--- config.mk ---
export PLATFORM = sky130hd
export DESIGN_NAME = fb_write_ctrl
export DESIGN_NICKNAME = d
export VERILOG_FILES = /design/src/rtl/fb_pkg.sv /design/src/rtl/fb_addr_gen.sv /design/src/rtl/fb_write_ctrl.sv
export SDC_FILE = /design/constraint.sdc
export NUM_CORES = 1
export LEC_CHECK = 0
export BUFFER_PORTS_ARGS = -buffer_cell sky130_fd_sc_hd__buf_2
export CORE_MARGIN = 8
export CORE_UTILIZATION = 42
export CTS_BUF_LIST = sky130_fd_sc_hd__clkbuf_8
export DETAILED_ROUTE_END_ITERATION = 8
export PLACE_DENSITY = 0.62
export SYNTH_ARGS = -nofsm -noshare
export SYNTH_HDL_FRONTEND = slang
export SYNTH_HIERARCHICAL = 1
export SYNTH_SLANG_ARGS = --single-unit
--- constraint.sdc ---
create_clock -name CLK -period 5.2 [get_ports CLK]
set_clock_uncertainty 0.2 [all_clocks]
set_input_delay 0.26 -clock CLK [delete_from_list [all_inputs] [get_ports CLK]]
set_output_delay 0.26 -clock CLK [all_outputs]
set_load 0.1 [all_outputs]
--- src/rtl/fb_pkg.sv ---
// Shared opcodes, controller states and default frame geometry for the
// frame-buffer write path.
package fb_pkg;

    localparam int H_RES_DEFAULT = 320;
    localparam int V_RES_DEFAULT = 240;

    localparam logic [7:0] CMD_CASET = 8'h2A;
    localparam logic [7:0] CMD_PASET = 8'h2B;
    localparam logic [7:0] CMD_RAMWR = 8'h2C;

    typedef enum logic [2:0] {
        IDLE,
        COL_S,
        COL_E,
        ROW_S,
        ROW_E,
        WRITE
    } state_t;

endpackage

--- src/rtl/fb_addr_gen.sv ---
// Walks the programmed window in raster order and produces the RAM word
// address of the current pixel plus a flag marking the window's last pixel.
module fb_addr_gen
    import fb_pkg::*;
#(
    parameter int H_RES  = H_RES_DEFAULT,
    parameter int V_RES  = V_RES_DEFAULT,
    parameter int ADDR_W = 17,
    parameter int COL_W  = $clog2(H_RES),
    parameter int ROW_W  = $clog2(V_RES)
) (
    input  logic              clk,
    input  logic              rst,
    input  logic              load,
    input  logic              step,
    input  logic [COL_W-1:0]  col_start,
    input  logic [COL_W-1:0]  col_end,
    input  logic [ROW_W-1:0]  row_start,
    input  logic [ROW_W-1:0]  row_end,
    output logic [ADDR_W-1:0] addr,
    output logic              last
);

    logic [COL_W-1:0]  col;
    logic [ROW_W-1:0]  row;
    logic [ADDR_W-1:0] line_base;
    logic [ADDR_W-1:0] start_base;
    logic [ADDR_W-1:0] col_start_ext;

    // Constant multiply by H_RES built from the set bits of H_RES, so only
    // shifted copies of the row are summed (320 -> row<<8 + row<<6).
    function automatic logic [ADDR_W-1:0] times_hres(input logic [ROW_W-1:0] r);
        logic [ADDR_W-1:0] acc;
        acc = '0;
        for (int i = 0; i < 32; i++) begin
            if (H_RES[i]) begin
                acc = acc + (ADDR_W'(r) << i);
            end
        end
        return acc;
    endfunction

    assign start_base    = times_hres(row_start);
    assign col_start_ext = ADDR_W'(col_start);
    assign last          = (col == col_end) && (row == row_end);

    // Line base is only re-derived from the row on load and on window wrap;
    // every other line step is a plain add of H_RES.
    always_ff @(posedge clk or posedge rst) begin
        if (rst) begin
            col       <= '0;
            row       <= '0;
            line_base <= '0;
            addr      <= '0;
        end else if (load) begin
            col       <= col_start;
            row       <= row_start;
            line_base <= start_base;
            addr      <= start_base + col_start_ext;
        end else if (step) begin
            if (col < col_end) begin
                col  <= col + 1'b1;
                addr <= addr + 1'b1;
            end else begin
                col <= col_start;
                if (row == row_end) begin
                    row       <= row_start;
                    line_base <= start_base;
                    addr      <= start_base + col_start_ext;
                end else begin
                    row       <= row + 1'b1;
                    line_base <= line_base + ADDR_W'(H_RES);
                    addr      <= line_base + ADDR_W'(H_RES) + col_start_ext;
                end
            end
        end
    end

endmodule

--- src/rtl/fb_write_ctrl.sv ---
// Decodes CASET/PASET/RAMWR window commands from the SPI word stream and
// turns pixel data into frame-buffer writes through a one-entry output register.
module fb_write_ctrl
    import fb_pkg::*;
#(
    parameter int H_RES  = H_RES_DEFAULT,
    parameter int V_RES  = V_RES_DEFAULT,
    parameter int ADDR_W = 17
) (
    input  logic              CLK,
    input  logic              RST,
    input  logic [15:0]       i_Data,
    input  logic              i_Mode,
    input  logic              i_valid,
    output logic              o_ready,
    output logic              o_RAM_we,
    output logic [ADDR_W-1:0] o_RAM_addr,
    output logic [15:0]       o_RAM_data,
    input  logic              i_RAM_ready,
    output logic              o_win_done
);

    localparam int COL_W = $clog2(H_RES);
    localparam int ROW_W = $clog2(V_RES);

    state_t            state;
    logic [COL_W-1:0]  col_start;
    logic [COL_W-1:0]  col_end;
    logic [ROW_W-1:0]  row_start;
    logic [ROW_W-1:0]  row_end;
    logic [COL_W-1:0]  col_in;
    logic [ROW_W-1:0]  row_in;
    logic [ADDR_W-1:0] gen_addr;
    logic              gen_last;
    logic              accept;
    logic              cmd_take;
    logic              data_take;
    logic              pixel_take;
    logic              load;

    function automatic logic [COL_W-1:0] clamp_col(input logic [15:0] v);
        if (v >= 16'(H_RES)) begin
            return COL_W'(H_RES - 1);
        end
        return v[COL_W-1:0];
    endfunction

    function automatic logic [ROW_W-1:0] clamp_row(input logic [15:0] v);
        if (v >= 16'(V_RES)) begin
            return ROW_W'(V_RES - 1);
        end
        return v[ROW_W-1:0];
    endfunction

    // Pass-through ready: a new word may enter whenever the output slot is
    // empty or is being drained this very cycle.
    assign o_ready    = !RST && (!o_RAM_we || i_RAM_ready);
    assign accept     = i_valid && o_ready;
    assign cmd_take   = accept && !i_Mode;
    assign data_take  = accept && i_Mode;
    assign pixel_take = data_take && (state == WRITE);
    assign load       = cmd_take && (i_Data[7:0] == CMD_RAMWR);
    assign col_in     = clamp_col(i_Data);
    assign row_in     = clamp_row(i_Data);

    fb_addr_gen #(
        .H_RES  (H_RES),
        .V_RES  (V_RES),
        .ADDR_W (ADDR_W),
        .COL_W  (COL_W),
        .ROW_W  (ROW_W)
    ) u_addr_gen (
        .clk       (CLK),
        .rst       (RST),
        .load      (load),
        .step      (pixel_take),
        .col_start (col_start),
        .col_end   (col_end),
        .row_start (row_start),
        .row_end   (row_end),
        .addr      (gen_addr),
        .last      (gen_last)
    );

    // Command decode, window parameter capture and the output write register.
    // Commands abort whatever sequence is in progress.
    always_ff @(posedge CLK or posedge RST) begin
        if (RST) begin
            state      <= IDLE;
            col_start  <= '0;
            col_end    <= COL_W'(H_RES - 1);
            row_start  <= '0;
            row_end    <= ROW_W'(V_RES - 1);
            o_RAM_we   <= 1'b0;
            o_RAM_addr <= '0;
            o_RAM_data <= '0;
            o_win_done <= 1'b0;
        end else begin
            o_win_done <= pixel_take && gen_last;

            if (pixel_take) begin
                o_RAM_we   <= 1'b1;
                o_RAM_addr <= gen_addr;
                o_RAM_data <= i_Data;
            end else if (i_RAM_ready) begin
                o_RAM_we <= 1'b0;
            end

            if (cmd_take) begin
                case (i_Data[7:0])
                    CMD_CASET: state <= COL_S;
                    CMD_PASET: state <= ROW_S;
                    CMD_RAMWR: state <= WRITE;
                    default:   state <= IDLE;
                endcase
            end else if (data_take) begin
                case (state)
                    COL_S: begin
                        col_start <= col_in;
                        state     <= COL_E;
                    end
                    COL_E: begin
                        col_end <= (col_in < col_start) ? col_start : col_in;
                        state   <= IDLE;
                    end
                    ROW_S: begin
                        row_start <= row_in;
                        state     <= ROW_E;
                    end
                    ROW_E: begin
                        row_end <= (row_in < row_start) ? row_start : row_in;
                        state   <= IDLE;
                    end
                    default: state <= state;
                endcase
            end
        end
    end

endmodule

==> metrics.cfg, run 1 <==
[synthesis]
ys_types=80
synthMuxAreaShare=0.0597
ys_seq_area_frac=0.377
syn-num-nets=940
synth_xor_xnor_area_share=0.0528
async_flop_share=1.00
ys_ff_latch=117
synthCells=876
postSynthAreaPerCell_sq_um=8.91
ys.flop_type=dfrtp_1
synth_compound_area_frac=0.206
yosysWarnings=6
synth_top_family_by_area=compound AO/OA/AOI/OAI gates
synth-edff-count=0
synthAdderAreaFrac=0.0709
yosys.area_share.simple=0.184
syn-cell-area_sq_mm=0.00780

[floorplan]
die_h_um=152
die-area_sq_mm=0.0232
ioPinCount=57
core.rowCount=50
core_sq_mm=0.0185
die_x_um=152
start_util=0.423

[clocking]
tritoncts=yes
clock_latency_ns=0.45
clock_path_buffers=2
clock-sinks=117
cts_buffers=17
cts-root-buf=clkbuf_8
cts_htree_levels=4
path_clk_slew_ns=0.07

[critical_path]
required_ns=5.35
r2r_slack_ns=1.84
rr_worst_depth=8
worst_setup_path_end_kind=flip-flop
arrival_ns=3.79
critical_path_class=primary input to flip-flop
critPathMaxFanout=9
cp-start-kind=primary input
r2r-start=col_end[5]$_DFFE_PP1P_
rr_endpoint=u_addr_gen/addr[8]$_DFFE_PP0P_

[timing]
whs_ns=0.0586
rsz0062_at_grt=false
slew_headroom=0.206
slew_violations=0
setup_slack_ns=1.56
tns_ns=0
setup_viol=0
finalCriticalPeriod_ns=3.64
final.period_utilization=0.701
fmax_ghz=0.274
worst_pin_slew_ns=1.19
finalHoldViolCount=0

[place]
pre_cts_slack_ns=1.66
gp_congestion=0.870
dp_cells=1137
dp_hpwl_mm=15.0
numPortBuffers=56

[global_routing]
met1_usage=0.234
antenna_found_initial=0
globalRouteMet2Util=0.302
grt_max_degree=72
grt_pass1_wl_mm=35.2
global_route.usage.met3=0.0502
track_usage=0.186
grt.overflow.total=0
grt_pass1_vias=6917
top_usage_layer=met2

[final_layout]
diodes=0
layout-drive-gt1-share=0.177
final_nets=1005
fillerInstances=1758
fin_cells=1188
area_growth_pct=13.3
mostFrequentLayoutCells=dfrtp_1 (103), nand2_1 (91), a21oi_1 (68)
final_common_cell=dfrtp_1

[routing]
vias=6784
drc=0
viasPerCell=5.71
drt_wl_total_mm=20.9
drt-pass1-iter-count=5
wl_per_cell_um=17.6
drtAntennaViolNets=0
first_iter_violations=564

[power_and_ir_drop]
cellPowerDensity_mw_per_mm2=211
vdd_drop_max_uv=162
leakagePower_uw=0.00411

[hold_path]
hold_path_class=primary input to async pin

[run_status]
status=complete, no violations

[run]
max_cap_viol_count=0

cells by family after synthesis:
group,after synthesis
DFF,117
and+or+nand+nor,286
buffers and inverters,94
adders and majority gates,43
AOI/OAI and AO/OA,246
xor gates and xnor gates,47
other,1
muxes,42
metrics by stage:
stage / cell area, sq um / total power, uW / util
6_report: 8840 / 1870 / 0.479
4_1_cts: 8840 / 1890 / 0.479
2_1_floorplan: 7800 / 1030 / -
3_5_place_dp: 8280 / 1070 / 0.449
5_1_grt: 8840 / 1950 / 0.479
3_3_place_gp: 8280 / 1070 / 0.449
state kept, by name, indices dropped and copies added, names as in the netlist:
signal / flops
col_end: 9
col_start: 9
o_RAM_addr: 17
o_RAM_data: 16
o_RAM_we: 1
o_win_done: 1
row_end: 8
row_start: 8
state: 3
u_addr_gen/addr: 17
u_addr_gen/col: 9
u_addr_gen/line_base: 11
u_addr_gen/row: 8
metal layers:
| metal | vias up | wire [um] |
|---|---|---|
| li1 | 3316 | - |
| met1 | 3286 | 9730 |
| met2 | 159 | 9820 |
| met3 | 23 | 1070 |
| met4 | 0 | 324 |
| met5 | - | 0 |
synthesized netlist by cell type (all sizes together) (11+ instances only):
| cell type | count | share of area |
|---|---|---|
| and3 | 15 | 0.012 |
| nand4 | 20 | 0.016 |
| o211ai | 11 | 0.011 |
| nand2 | 91 | 0.044 |
| nor2b | 11 | 0.0088 |
| mux2 | 36 | 0.052 |
| inv | 56 | 0.027 |
| o311ai | 14 | 0.017 |
| clkbuf | 26 | 0.013 |
| nor2 | 55 | 0.026 |
| o21ai | 62 | 0.040 |
| ha | 41 | 0.066 |
| xnor2 | 24 | 0.027 |
| buf | 12 | 0.0091 |
| dfstp | 14 | 0.047 |
| nand3 | 34 | 0.022 |
| a21oi | 70 | 0.045 |
| xor2 | 23 | 0.026 |
| o22ai | 14 | 0.012 |
| dfrtp | 103 | 0.33 |
what timing repair did:
action,4_1_cts,5_1_grt
buffers inserted,0,0
hold endpoints to repair,66,0
hold buffers,19,0
resized for setup,0,0
where the power goes:
| group | internal [uW] | switching, uW | leakage, uW | total [uW] |
|---|---|---|---|---|
| Sequential | 922 | 15.5 | 0.00149 | 937 |
| Combinational | 48.4 | 80.9 | 0.00241 | 129 |
| Clock | 420 | 383 | 0.000204 | 803 |
how the worst max path moves through the flow:
stage | from | endpoint | slack, ns | cells past startpoint
2_1_floorplan | RST | u_addr_gen/addr[9]$_DFFE_PP0P_ | 0.85 | 14
3_3_place_gp | i_Data[12] | row_end[4]$_DFFE_PP0P_ | 1.77 | 9
3_5_place_dp | i_Data[12] | row_end[7]$_DFFE_PP1P_ | 1.66 | 10
4_1_cts | i_Data[12] | row_end[7]$_DFFE_PP1P_ | 1.59 | 11
5_1_grt | i_Data[12] | row_end[4]$_DFFE_PP0P_ | 1.38 | 10
6_report | i_Data[12] | row_end[7]$_DFFE_PP1P_ | 1.56 | 11
worst max-delay path, stage by stage:
cell	delay, ns
dlygate4sd3_1	0.54
buf_2	0.14
or4_4	0.55
nor3_4	0.36
or2b_1	0.31
ha_1	0.32
a21oi_1	0.18
o21ai_0	0.12
o21bai_1	0.31
or2_1	0.39
o311ai_1	0.31
area by class of cell:
type                            instances  area, sq um  share of cell area
Tap cell                              234          293              0.0331
Clock buffer                           21          289              0.0327
Sequential cell                       117         2950               0.333
Timing Repair Buffer                   84          538              0.0608
Clock inverter                         11         83.8             0.00948
Inverter                               56          210              0.0238
Multi-Input combinational cell        665         4480               0.507
Note: power is estimated with default switching activity, not from simulation.
==> inputs of run 2 (changes only) <==
ABC_AREA = 1   (was default)
PLACE_DENSITY = 0.64   (was 0.62)
clock period = 3.2 ns   (was 5.2 ns; I/O delays follow)
==> metrics.cfg, run 2 <==
[synthesis]
synthAdderAreaFrac=0.0681
ys_ff_latch=117
synth_top_area_cell=dfrtp_1
async_flop_share=1.00
ys.flop_type=dfrtp_1
synth-edff-count=0
synthCells=1117
syn-cell-area_sq_mm=0.00812
yosys.area_share.simple=0.325
synth_compound_area_frac=0.111
synth_xor_xnor_area_share=0.0464
ys_seq_area_frac=0.363
synthMuxAreaShare=0
synth_top_area_share=0.317
syn-num-nets=1181
synthTopCellsByArea=dfrtp_1 (32%), nand2_1 (17%), ha_1 (6.3%), inv_1 (6.2%), nand3_1 (4.6%)
ys_types=50
yosysWarnings=6
synth_top_family_by_area=simple AND/OR/NAND/NOR gates
postSynthAreaPerCell_sq_um=7.27
yosysMostFrequentCell=nand2_1
synth_commonest_cells=nand2_1 (368), inv_1 (134), dfrtp_1 (103)

[final_layout]
reg_top3=o_RAM_addr: 17 flops, u_addr_gen/addr: 17 flops, o_RAM_data: 16 flops
final_nets=1265
final_common_cell=nand2_1
layout-drive-gt1-share=0.147
mostFrequentLayoutCells=nand2_1 (367), inv_1 (132), dfrtp_1 (102)
diodes=0
area_growth_pct=15.0

[critical_path]
path_buf_inv=0
path_cells=ha_1, fa_1, xnor2_1, nor2_2, nand3_1, xor2_1, nand2_1, nand3_1, nand2_1, o21bai_1
critical_path_class=flip-flop to flip-flop
arrival_ns=3.04
critPathMaxFanout=6
slowest_stage=dfrtp_1
critPathMaxStageDelay_ns=0.47
worst_setup_path_end_kind=flip-flop
required_ns=3.38
critical_path.top_delay_family=adder cells
cp-start-kind=flip-flop

[routing]
first_iter_violations=600
drt-pass1-iter-count=5
vias=7495
maxUsedRoutingLayer=met4
wl_met2_mm=9.96
drt-met1-wl_mm=9.93
dr_wl_met3_mm=1.41
drtAntennaViolNets=0
drt_wl_total_mm=21.6
drc=0
wl_per_cell_um=14.6
viasPerCell=5.07

[place]
dp_hpwl_mm=16.3
numPortBuffers=56
gp_congestion=0.897

[floorplan]
core.rowCount=51
ioPinCount=57
core_sq_mm=0.0192
start_util=0.423
die_h_um=155
die-area_sq_mm=0.0240
die_x_um=155

[global_routing]
antenna_found_initial=0
grt.overflow.total=0
track_usage=0.190
grt_pass1_vias=7419
grt_max_degree=46
grt_pass1_wl_mm=36.9

[clocking]
path_clk_slew_ns=0.08
cts-root-buf=clkbuf_8
tritoncts=yes
clock_path_buffers=2
cts_htree_levels=4
postCtsSetupRepairBufs=0
clock_latency_ns=0.46
cts_buffers=17
clock-sinks=117

[power_and_ir_drop]
totalPowerFinal_uw=11200
leakagePower_uw=0.00479
vdd_drop_max_uv=745
cellPowerDensity_mw_per_mm2=1200

[timing]
final.period_utilization=0.894
finalHoldViolCount=0
finalCriticalPeriod_ns=2.86
worst_pin_slew_ns=1.02
slew_violations=0
setup_viol=0
slew_headroom=0.318
tns_ns=0
rsz0062_at_grt=false
fmax_ghz=0.350
whs_ns=0.240

[run_status]
status=complete, no violations

[run]
max_cap_viol_count=0

[hold_path]
hold_path_class=primary input to flip-flop

-- run 2: changes by cell type after synthesis, moves of 12 or more --
| cell | delta |
|---|---|
| nand2_1 | +277 |
| nand3_1 | +41 |
| inv_1 | +79 |
| clkbuf_1 | -19 |
| o22ai_1 | -12 |
| a21oi_1 | -37 |
| nor2_1 | +19 |
| mux2_2 | -36 |
| and3_1 | -14 |
| o21ai_1 | +15 |
-- run 2: final cells by class --
class / count / area [sq um]
clock inverter: 11 / 171
multi-input combinational: 833 / 4480
fill: 1876 / 9870
sequential: 117 / 2950
clock buffer: 21 / 289
inverter: 144 / 548
timing repair buffer: 88 / 571
tap: 265 / 332
-- run 2: tightest hold or removal path, cell delays in order --
cell and delay (ns):
dlygate4sd3_1 0.52, buf_2 0.11, nand2_1 0.05, nand2_1 0.04
-- run 2: logic make-up after synthesis --
group                    count (synthesis)
AND/OR/NAND/NOR                        591
buffers and inverters                  167
AO/OA/AOI/OAI                          155
flip-flops                             117
XOR/XNOR                                43
adder cells (fa/ha/maj)                 43
other                                    1
-- run 2: repair_timing --
| item | 4_1_cts | 5_1_grt |
|---|---|---|
| gates resized for setup | 0 | 0 |
| hold endpoints to repair | 113 | 0 |
| hold buffers | 20 | 0 |
-- run 2: power by group --
group          total [uW]  switching [uW]  internal (uW)
Combinational        6660            4690           1960
Clock                1590             659            935
Sequential           2910             723           2190
Total               11200            6080           5090
-- run 2: per-layer routing --
metal / vias to the layer above / global-route usage
met5: - / 0
met1: 3494 / 0.248
met3: 24 / 0.0447
met4: 0 / 0.0565
met2: 210 / 0.307
li1: 3767 / -
-- run 2: final timing paths --
| path | start | end | slack, ns | cells after the start |
|---|---|---|---|---|
| min in group asynchronous | RST | col_start[3]$_DFFE_PP0P_ | 0.25 | 3 |
| max reg2reg | row_start[0]$_DFFE_PP0P_ | u_addr_gen/addr[13]$_DFFE_PP0P_ | 0.34 | 10 |
| max | row_start[0]$_DFFE_PP0P_ | u_addr_gen/addr[13]$_DFFE_PP0P_ | 0.34 | 10 |
| max in group asynchronous | RST | row_end[5]$_DFFE_PP1P_ | 1.70 | 4 |
| min reg2reg | col_end[2]$_DFFE_PP1P_ | col_end[2]$_DFFE_PP1P_ | 0.27 | 2 |
| min | i_Data[15] | o_RAM_data[15]$_DFFE_PP0P_ | 0.24 | 4 |
-- run 2: metrics by stage --
| stage | worst slack (ns) | cells | util | area [sq um] |
|---|---|---|---|---|
| global placement | 0.395 | 1427 | 0.452 | 8680 |
| global route | 0.0851 | 1479 | 0.486 | 9340 |
| finish | 0.340 | 1479 | 0.486 | 9340 |
| floorplan | 0.0201 | 1117 | - | 8130 |
| detailed placement | 0.378 | 1427 | 0.452 | 8680 |
| CTS | 0.385 | 1479 | 0.486 | 9340 |
